`config.mk`:
```
export PLATFORM = sky130hd
export DESIGN_NAME = lod_pipe
export DESIGN_NICKNAME = d
export VERILOG_FILES = /design/src/rtl/lod_pkg.sv /design/src/rtl/lod_core.sv /design/src/rtl/lod_pipe.sv
export SDC_FILE = /design/constraint.sdc
export NUM_CORES = 1
export LEC_CHECK = 0
export BUFFER_PORTS_ARGS = -buffer_cell sky130_fd_sc_hd__buf_2
export CAP_MARGIN = 20
export CORE_MARGIN = 4
export CORE_UTILIZATION = 43
export DETAILED_ROUTE_END_ITERATION = 6
export PLACE_DENSITY = 0.83
export SETUP_SLACK_MARGIN = 0.05
export SLEW_MARGIN = 20
export SYNTH_ARGS = -nofsm -noshare
export SYNTH_HDL_FRONTEND = slang
export SYNTH_HIERARCHICAL = 1
export SYNTH_SLANG_ARGS = --single-unit
```
`constraint.sdc`:
```
create_clock -name clk -period 1.35 [get_ports clk]
set_input_delay 0.2025 -clock clk [delete_from_list [all_inputs] [get_ports clk]]
set_output_delay 0.2025 -clock clk [all_outputs]
set_load 0.05 [all_outputs]
```
`src/rtl/lod_pkg.sv`:
```
// Shared constants, width helper and result record for the leading-one detector pipeline.
package lod_pkg;

    localparam int LOD_DEFAULT_WIDTH = 16;
    localparam int LOD_MAX_WIDTH     = 64;
    localparam int LOD_MAX_POS_W     = 6;

    function automatic int pos_width(input int width);
        return (width > 1) ? $clog2(width) : 1;
    endfunction

    // Sized for the widest legal operand; narrower instances use the low bits.
    typedef struct packed {
        logic [LOD_MAX_POS_W-1:0]   pos;
        logic                       zero;
        logic [LOD_MAX_WIDTH-2:0]   mant;
    } lod_result_t;

endpackage

```
`src/rtl/lod_core.sv`:
```
// Combinational leading-one detector: index of the most significant set bit plus an all-zero flag.
module lod_core
    import lod_pkg::*;
#(
    parameter int WIDTH = LOD_DEFAULT_WIDTH,
    parameter int POS_W = pos_width(WIDTH)
) (
    input  logic [WIDTH-1:0] data,
    output logic [POS_W-1:0] pos,
    output logic             zero
);

    // NOTE: every output gets a default before the loop so no latch is inferred.
    always_comb begin
        pos  = '0;
        zero = 1'b1;
        // Ascending scan: the last set bit seen, i.e. the highest one, wins.
        for (int i = 0; i < WIDTH; i++) begin
            if (data[i]) begin
                pos  = POS_W'(i);
                zero = 1'b0;
            end
        end
    end

endmodule

```
`src/rtl/lod_pipe.sv`:
```
// Two-stage valid/ready leading-one pipeline: S1 = operand + position, S2 = position, zero flag, mantissa.
// Define LOD_PIPE_MANT_EN to build the S2 normaliser; otherwise out_mant is tied to zero.
module lod_pipe
    import lod_pkg::*;
#(
    parameter int WIDTH = LOD_DEFAULT_WIDTH,
    parameter int POS_W = pos_width(WIDTH)
) (
    input  logic             clk,
    input  logic             rst_n,
    input  logic             in_valid,
    output logic             in_ready,
    input  logic [WIDTH-1:0] in_data,
    output logic             out_valid,
    input  logic             out_ready,
    output logic [POS_W-1:0] out_pos,
    output logic             out_zero,
    output logic [WIDTH-2:0] out_mant
);

    logic             r_s1_valid;
    logic [POS_W-1:0] r_s1_pos;
    logic             r_s1_zero;
    logic             r_s2_valid;
    logic [POS_W-1:0] r_s2_pos;
    logic             r_s2_zero;

    logic             w_s2_ready;
    logic             w_s1_adv;
    logic             w_in_fire;
    logic [POS_W-1:0] w_core_pos;
    logic             w_core_zero;

    lod_core #(
        .WIDTH (WIDTH),
        .POS_W (POS_W)
    ) u_core (
        .data (in_data),
        .pos  (w_core_pos),
        .zero (w_core_zero)
    );

    // No skid buffer: back-pressure ripples combinationally from out_ready to in_ready.
    assign w_s2_ready = !r_s2_valid || out_ready;
    assign w_s1_adv   = r_s1_valid && w_s2_ready;
    assign in_ready   = !r_s1_valid || w_s1_adv;
    assign w_in_fire  = in_valid && in_ready;

    // NOTE: state uses non-blocking assignments so every register samples pre-edge values.
    always_ff @(posedge clk or negedge rst_n) begin
        if (!rst_n) begin
            r_s1_valid <= 1'b0;
            r_s1_pos   <= '0;
            r_s1_zero  <= 1'b0;
        end else begin
            if (in_ready) begin
                r_s1_valid <= in_valid;
            end
            if (w_in_fire) begin
                r_s1_pos  <= w_core_pos;
                r_s1_zero <= w_core_zero;
            end
        end
    end

    // NOTE: payload registers are reset too, because outputs must read zero during reset.
    always_ff @(posedge clk or negedge rst_n) begin
        if (!rst_n) begin
            r_s2_valid <= 1'b0;
            r_s2_pos   <= '0;
            r_s2_zero  <= 1'b0;
        end else begin
            if (w_s2_ready) begin
                r_s2_valid <= r_s1_valid;
            end
            // Payload loads only on a real transfer, so outputs hold on empty cycles.
            if (w_s1_adv) begin
                r_s2_pos  <= r_s1_pos;
                r_s2_zero <= r_s1_zero;
            end
        end
    end

`ifdef LOD_PIPE_MANT_EN
    logic [WIDTH-2:0] r_s1_low;
    logic [POS_W-1:0] w_shamt;
    logic [WIDTH-2:0] w_norm;
    logic [WIDTH-2:0] r_s2_mant;

    // The leading one always shifts out of the fraction, so only the low bits are kept.
    always_ff @(posedge clk or negedge rst_n) begin
        if (!rst_n) begin
            r_s1_low <= '0;
        end else if (w_in_fire) begin
            r_s1_low <= in_data[WIDTH-2:0];
        end
    end

    assign w_shamt = POS_W'(WIDTH - 1) - r_s1_pos;
    assign w_norm  = r_s1_low << w_shamt;

    always_ff @(posedge clk or negedge rst_n) begin
        if (!rst_n) begin
            r_s2_mant <= '0;
        end else if (w_s1_adv) begin
            r_s2_mant <= w_norm;
        end
    end

    assign out_mant = r_s2_mant;
`else
    assign out_mant = '0;
`endif

    assign out_valid = r_s2_valid;
    assign out_pos   = r_s2_pos;
    assign out_zero  = r_s2_zero;

endmodule

```
==> metrics <==
port bufs=26; Die X=~50 um; Fmax=between 800 and 900 MHz; Filler Cells Inserted=~150; length of the first detailed-routing pass in iterations=4; CTS root buffer=clkbuf_4; Mapped Area=around 760 um^2; Final setup viols=0; Bufs and invs on worst path=1; Req. time, crit path=about 1.2 ns; GRT Total Usage=0.114; TritonCTS buffer count=3; routed vias=around 600; routed len/inst=~11 um; Final nets=127; DRC=0; fraction of layout cells with a size suffix above 1=0.472; H-tree Lvls=1; vias in the first global route=555; Seq cells post-synth=12; final instance area=about 930 um^2; CTS Sinks=12; Register Area=approximately 300 um^2; Setup CP Type=flip-flop to primary output; sequential area share after synthesis=0.395; Initial Util=0.476; CP cell instances=nand3b_4 -> buf_4; status=finished, final reports clean; PnR Total Power=roughly 0.00098 W; number of diodes=0; Crit path arrival time=around 1.0 ns; DP Area=895 um^2; Critical Path Sink Type=primary output; clk_skew=between 0.005 and 0.006 ns; drt total wl=around 1400 um; FP Rows=14; synth warn=6; Multi-input gate area=407 um^2; Finished Core Util=0.586; Hold Crit Class=input port to flip-flop; first-pass GRT wire length=2210 um; Max Cap Violations=0; final hold vios=0; RSZ-0062 raised after global routing=no; Clock Path Buffers=2; chip height=between 50 and 60 um; clock-pin slew on the worst setup and hold paths=0.07 ns; Unique masters post-synth=26; slowest cell on the critical path=dfrtp_1; synthesized instance count=between 70 and 80; CP max FO=3; Setup crit start kind=flip-flop; Final GP Congestion=between 0.7 and 0.8; Tmin final=about 1.2 ns; core area=approximately 1600 um^2; Via-to-Cell Ratio=4.52; largest net degree at the start of global routing=13; dpl hpwl=about 1200 um; worst hold slack=about 0.17 ns; Final Max Tran Viols=0; # IOs=42; CP top delay family=flip-flops; TritonCTS clock tree=built; antenna violations before repair=0; gr ovfl total=0; VDD IR max=0.559 mV; Die ar.=between 2000 and 3000 um^2; PwrDens=approximately 1100 nW/um^2; Syn Area/Cell=roughly 10 um^2; Skew-Pair Late Insertion Delay=approximately 0.27 ns; static leakage=0.450 nW; number of DRC markers in iteration 0=5; Area Growth Syn to Fin=22.9%; Largest stage delay, worst path=between 0.4 and 0.5 ns; antenna-violating nets left=0; part of the cycle the worst path needs=0.903
## flip-flops by register name, summed over array words and instances (netlist names)
| register | flops |
|---|---|
| out_pos | 4 |
| r_s1_zero | 1 |
| out_zero | 1 |
| r_s1_pos | 4 |
| out_valid | 1 |
| r_s1_valid | 1 |
## cell type report
class                           count  area share
Multi-Input combinational cell     59       0.436
Sequential cell                    12       0.323
Clock buffer                        4      0.0282
Tap cell                           24      0.0322
Inverter                            1     0.00402
Timing Repair Buffer               30       0.177
## layout by cell type, fill, tap and decap left out, types with 2 or more instances in the layout
master and n:
buf_2 25, buf_4 4, clkbuf_4 3, conb_1 15, dfrtp_1 11, mux2_2 5, mux2_4 5, nand2b_1 2
nand3_1 2, nor2_1 11, nor4_1 2, o31ai_1 2
## path summary, 6_finish.rpt
kind | from | endpoint | slack (ns) | depth (start not counted)
hold / removal | in_valid | r_s1_valid | 0.17 | 2
max in group asynchronous | rst_n | out_valid | 0.79 | 2
hold reg to reg | out_pos[3] | out_pos[3] | 0.50 | 1
setup / recovery | r_s1_valid | in_ready | 0.13 | 2
min in group asynchronous | rst_n | r_s1_valid | 0.33 | 2
setup reg to reg | out_valid | out_pos[2] | 0.27 | 3
## through the flow
stage          setup TNS, ns  cells  worst slack, ns
3_3_place_gp         -0.0240    125          -0.0240
4_1_cts                    0    130            0.110
2_1_floorplan        -0.0189     87         -0.00378
3_5_place_dp         -0.0619    125          -0.0619
5_1_grt                    0    130           0.0731
6_report                   0    130            0.131
## kinds of logic after synthesis
logic type / Yosys count / synth area share
multiplexers: 10 / 0.158
flip-flops: 12 / 0.395
AND/OR/NAND/NOR: 27 / 0.217
buffers and inverters: 16 / 0.153
other: 1 / 0.00494
AO/OA/AOI/OAI: 7 / 0.0708
## per-layer routing
| metal | track usage | routed length (um) | up-vias |
|---|---|---|---|
| li1 | - | - | 288 |
| met1 | 0.123 | 554 | 263 |
| met2 | 0.193 | 643 | 34 |
| met3 | 0.0331 | 154 | 3 |
| met4 | 0.0691 | 30 | 0 |
| met5 | 0 | 0 | - |
## report_power, final
group / internal (W) / total [W] / switching [W]
logic: 0.000102 / 0.000344 / 0.000242
registers: 0.000392 / 0.000411 / 0.0000192
clock network: 0.000114 / 0.000226 / 0.000112
## timing repair
action	4_1_cts	5_1_grt
hold buffers	1	0
gates resized for setup	1	0
endpoints found under the setup margin	1	0
setup buffers	0	0
endpoints found under the hold margin	12	0
## synth_stat cells
master | number | area, um^2
nand2_2 | 1 | 6.26
buf_4 | 15 | 113
o21ai_0 | 1 | 5.00
nor4_1 | 2 | 12.5
conb_1 | 1 | 3.75
or2b_2 | 1 | 8.76
and2b_2 | 1 | 8.76
mux2_2 | 8 | 90.1
dfrtp_1 | 12 | 300
a221o_1 | 1 | 10.0
nand2b_2 | 1 | 8.76
or2b_1 | 1 | 7.51
a31o_2 | 1 | 8.76
nand2_4 | 1 | 11.3
nor3_1 | 1 | 5.00
mux2_4 | 2 | 30.0
nand2b_1 | 2 | 12.5
nand2_1 | 1 | 3.75
nand3b_4 | 1 | 20.0
nand3_1 | 2 | 10.0
or3b_1 | 1 | 8.76
inv_1 | 1 | 3.75
a311oi_1 | 1 | 8.76
a31oi_1 | 1 | 6.26
o31ai_1 | 2 | 15.0
nor2_1 | 11 | 41.3
Power figures use the tool's default switching activity.
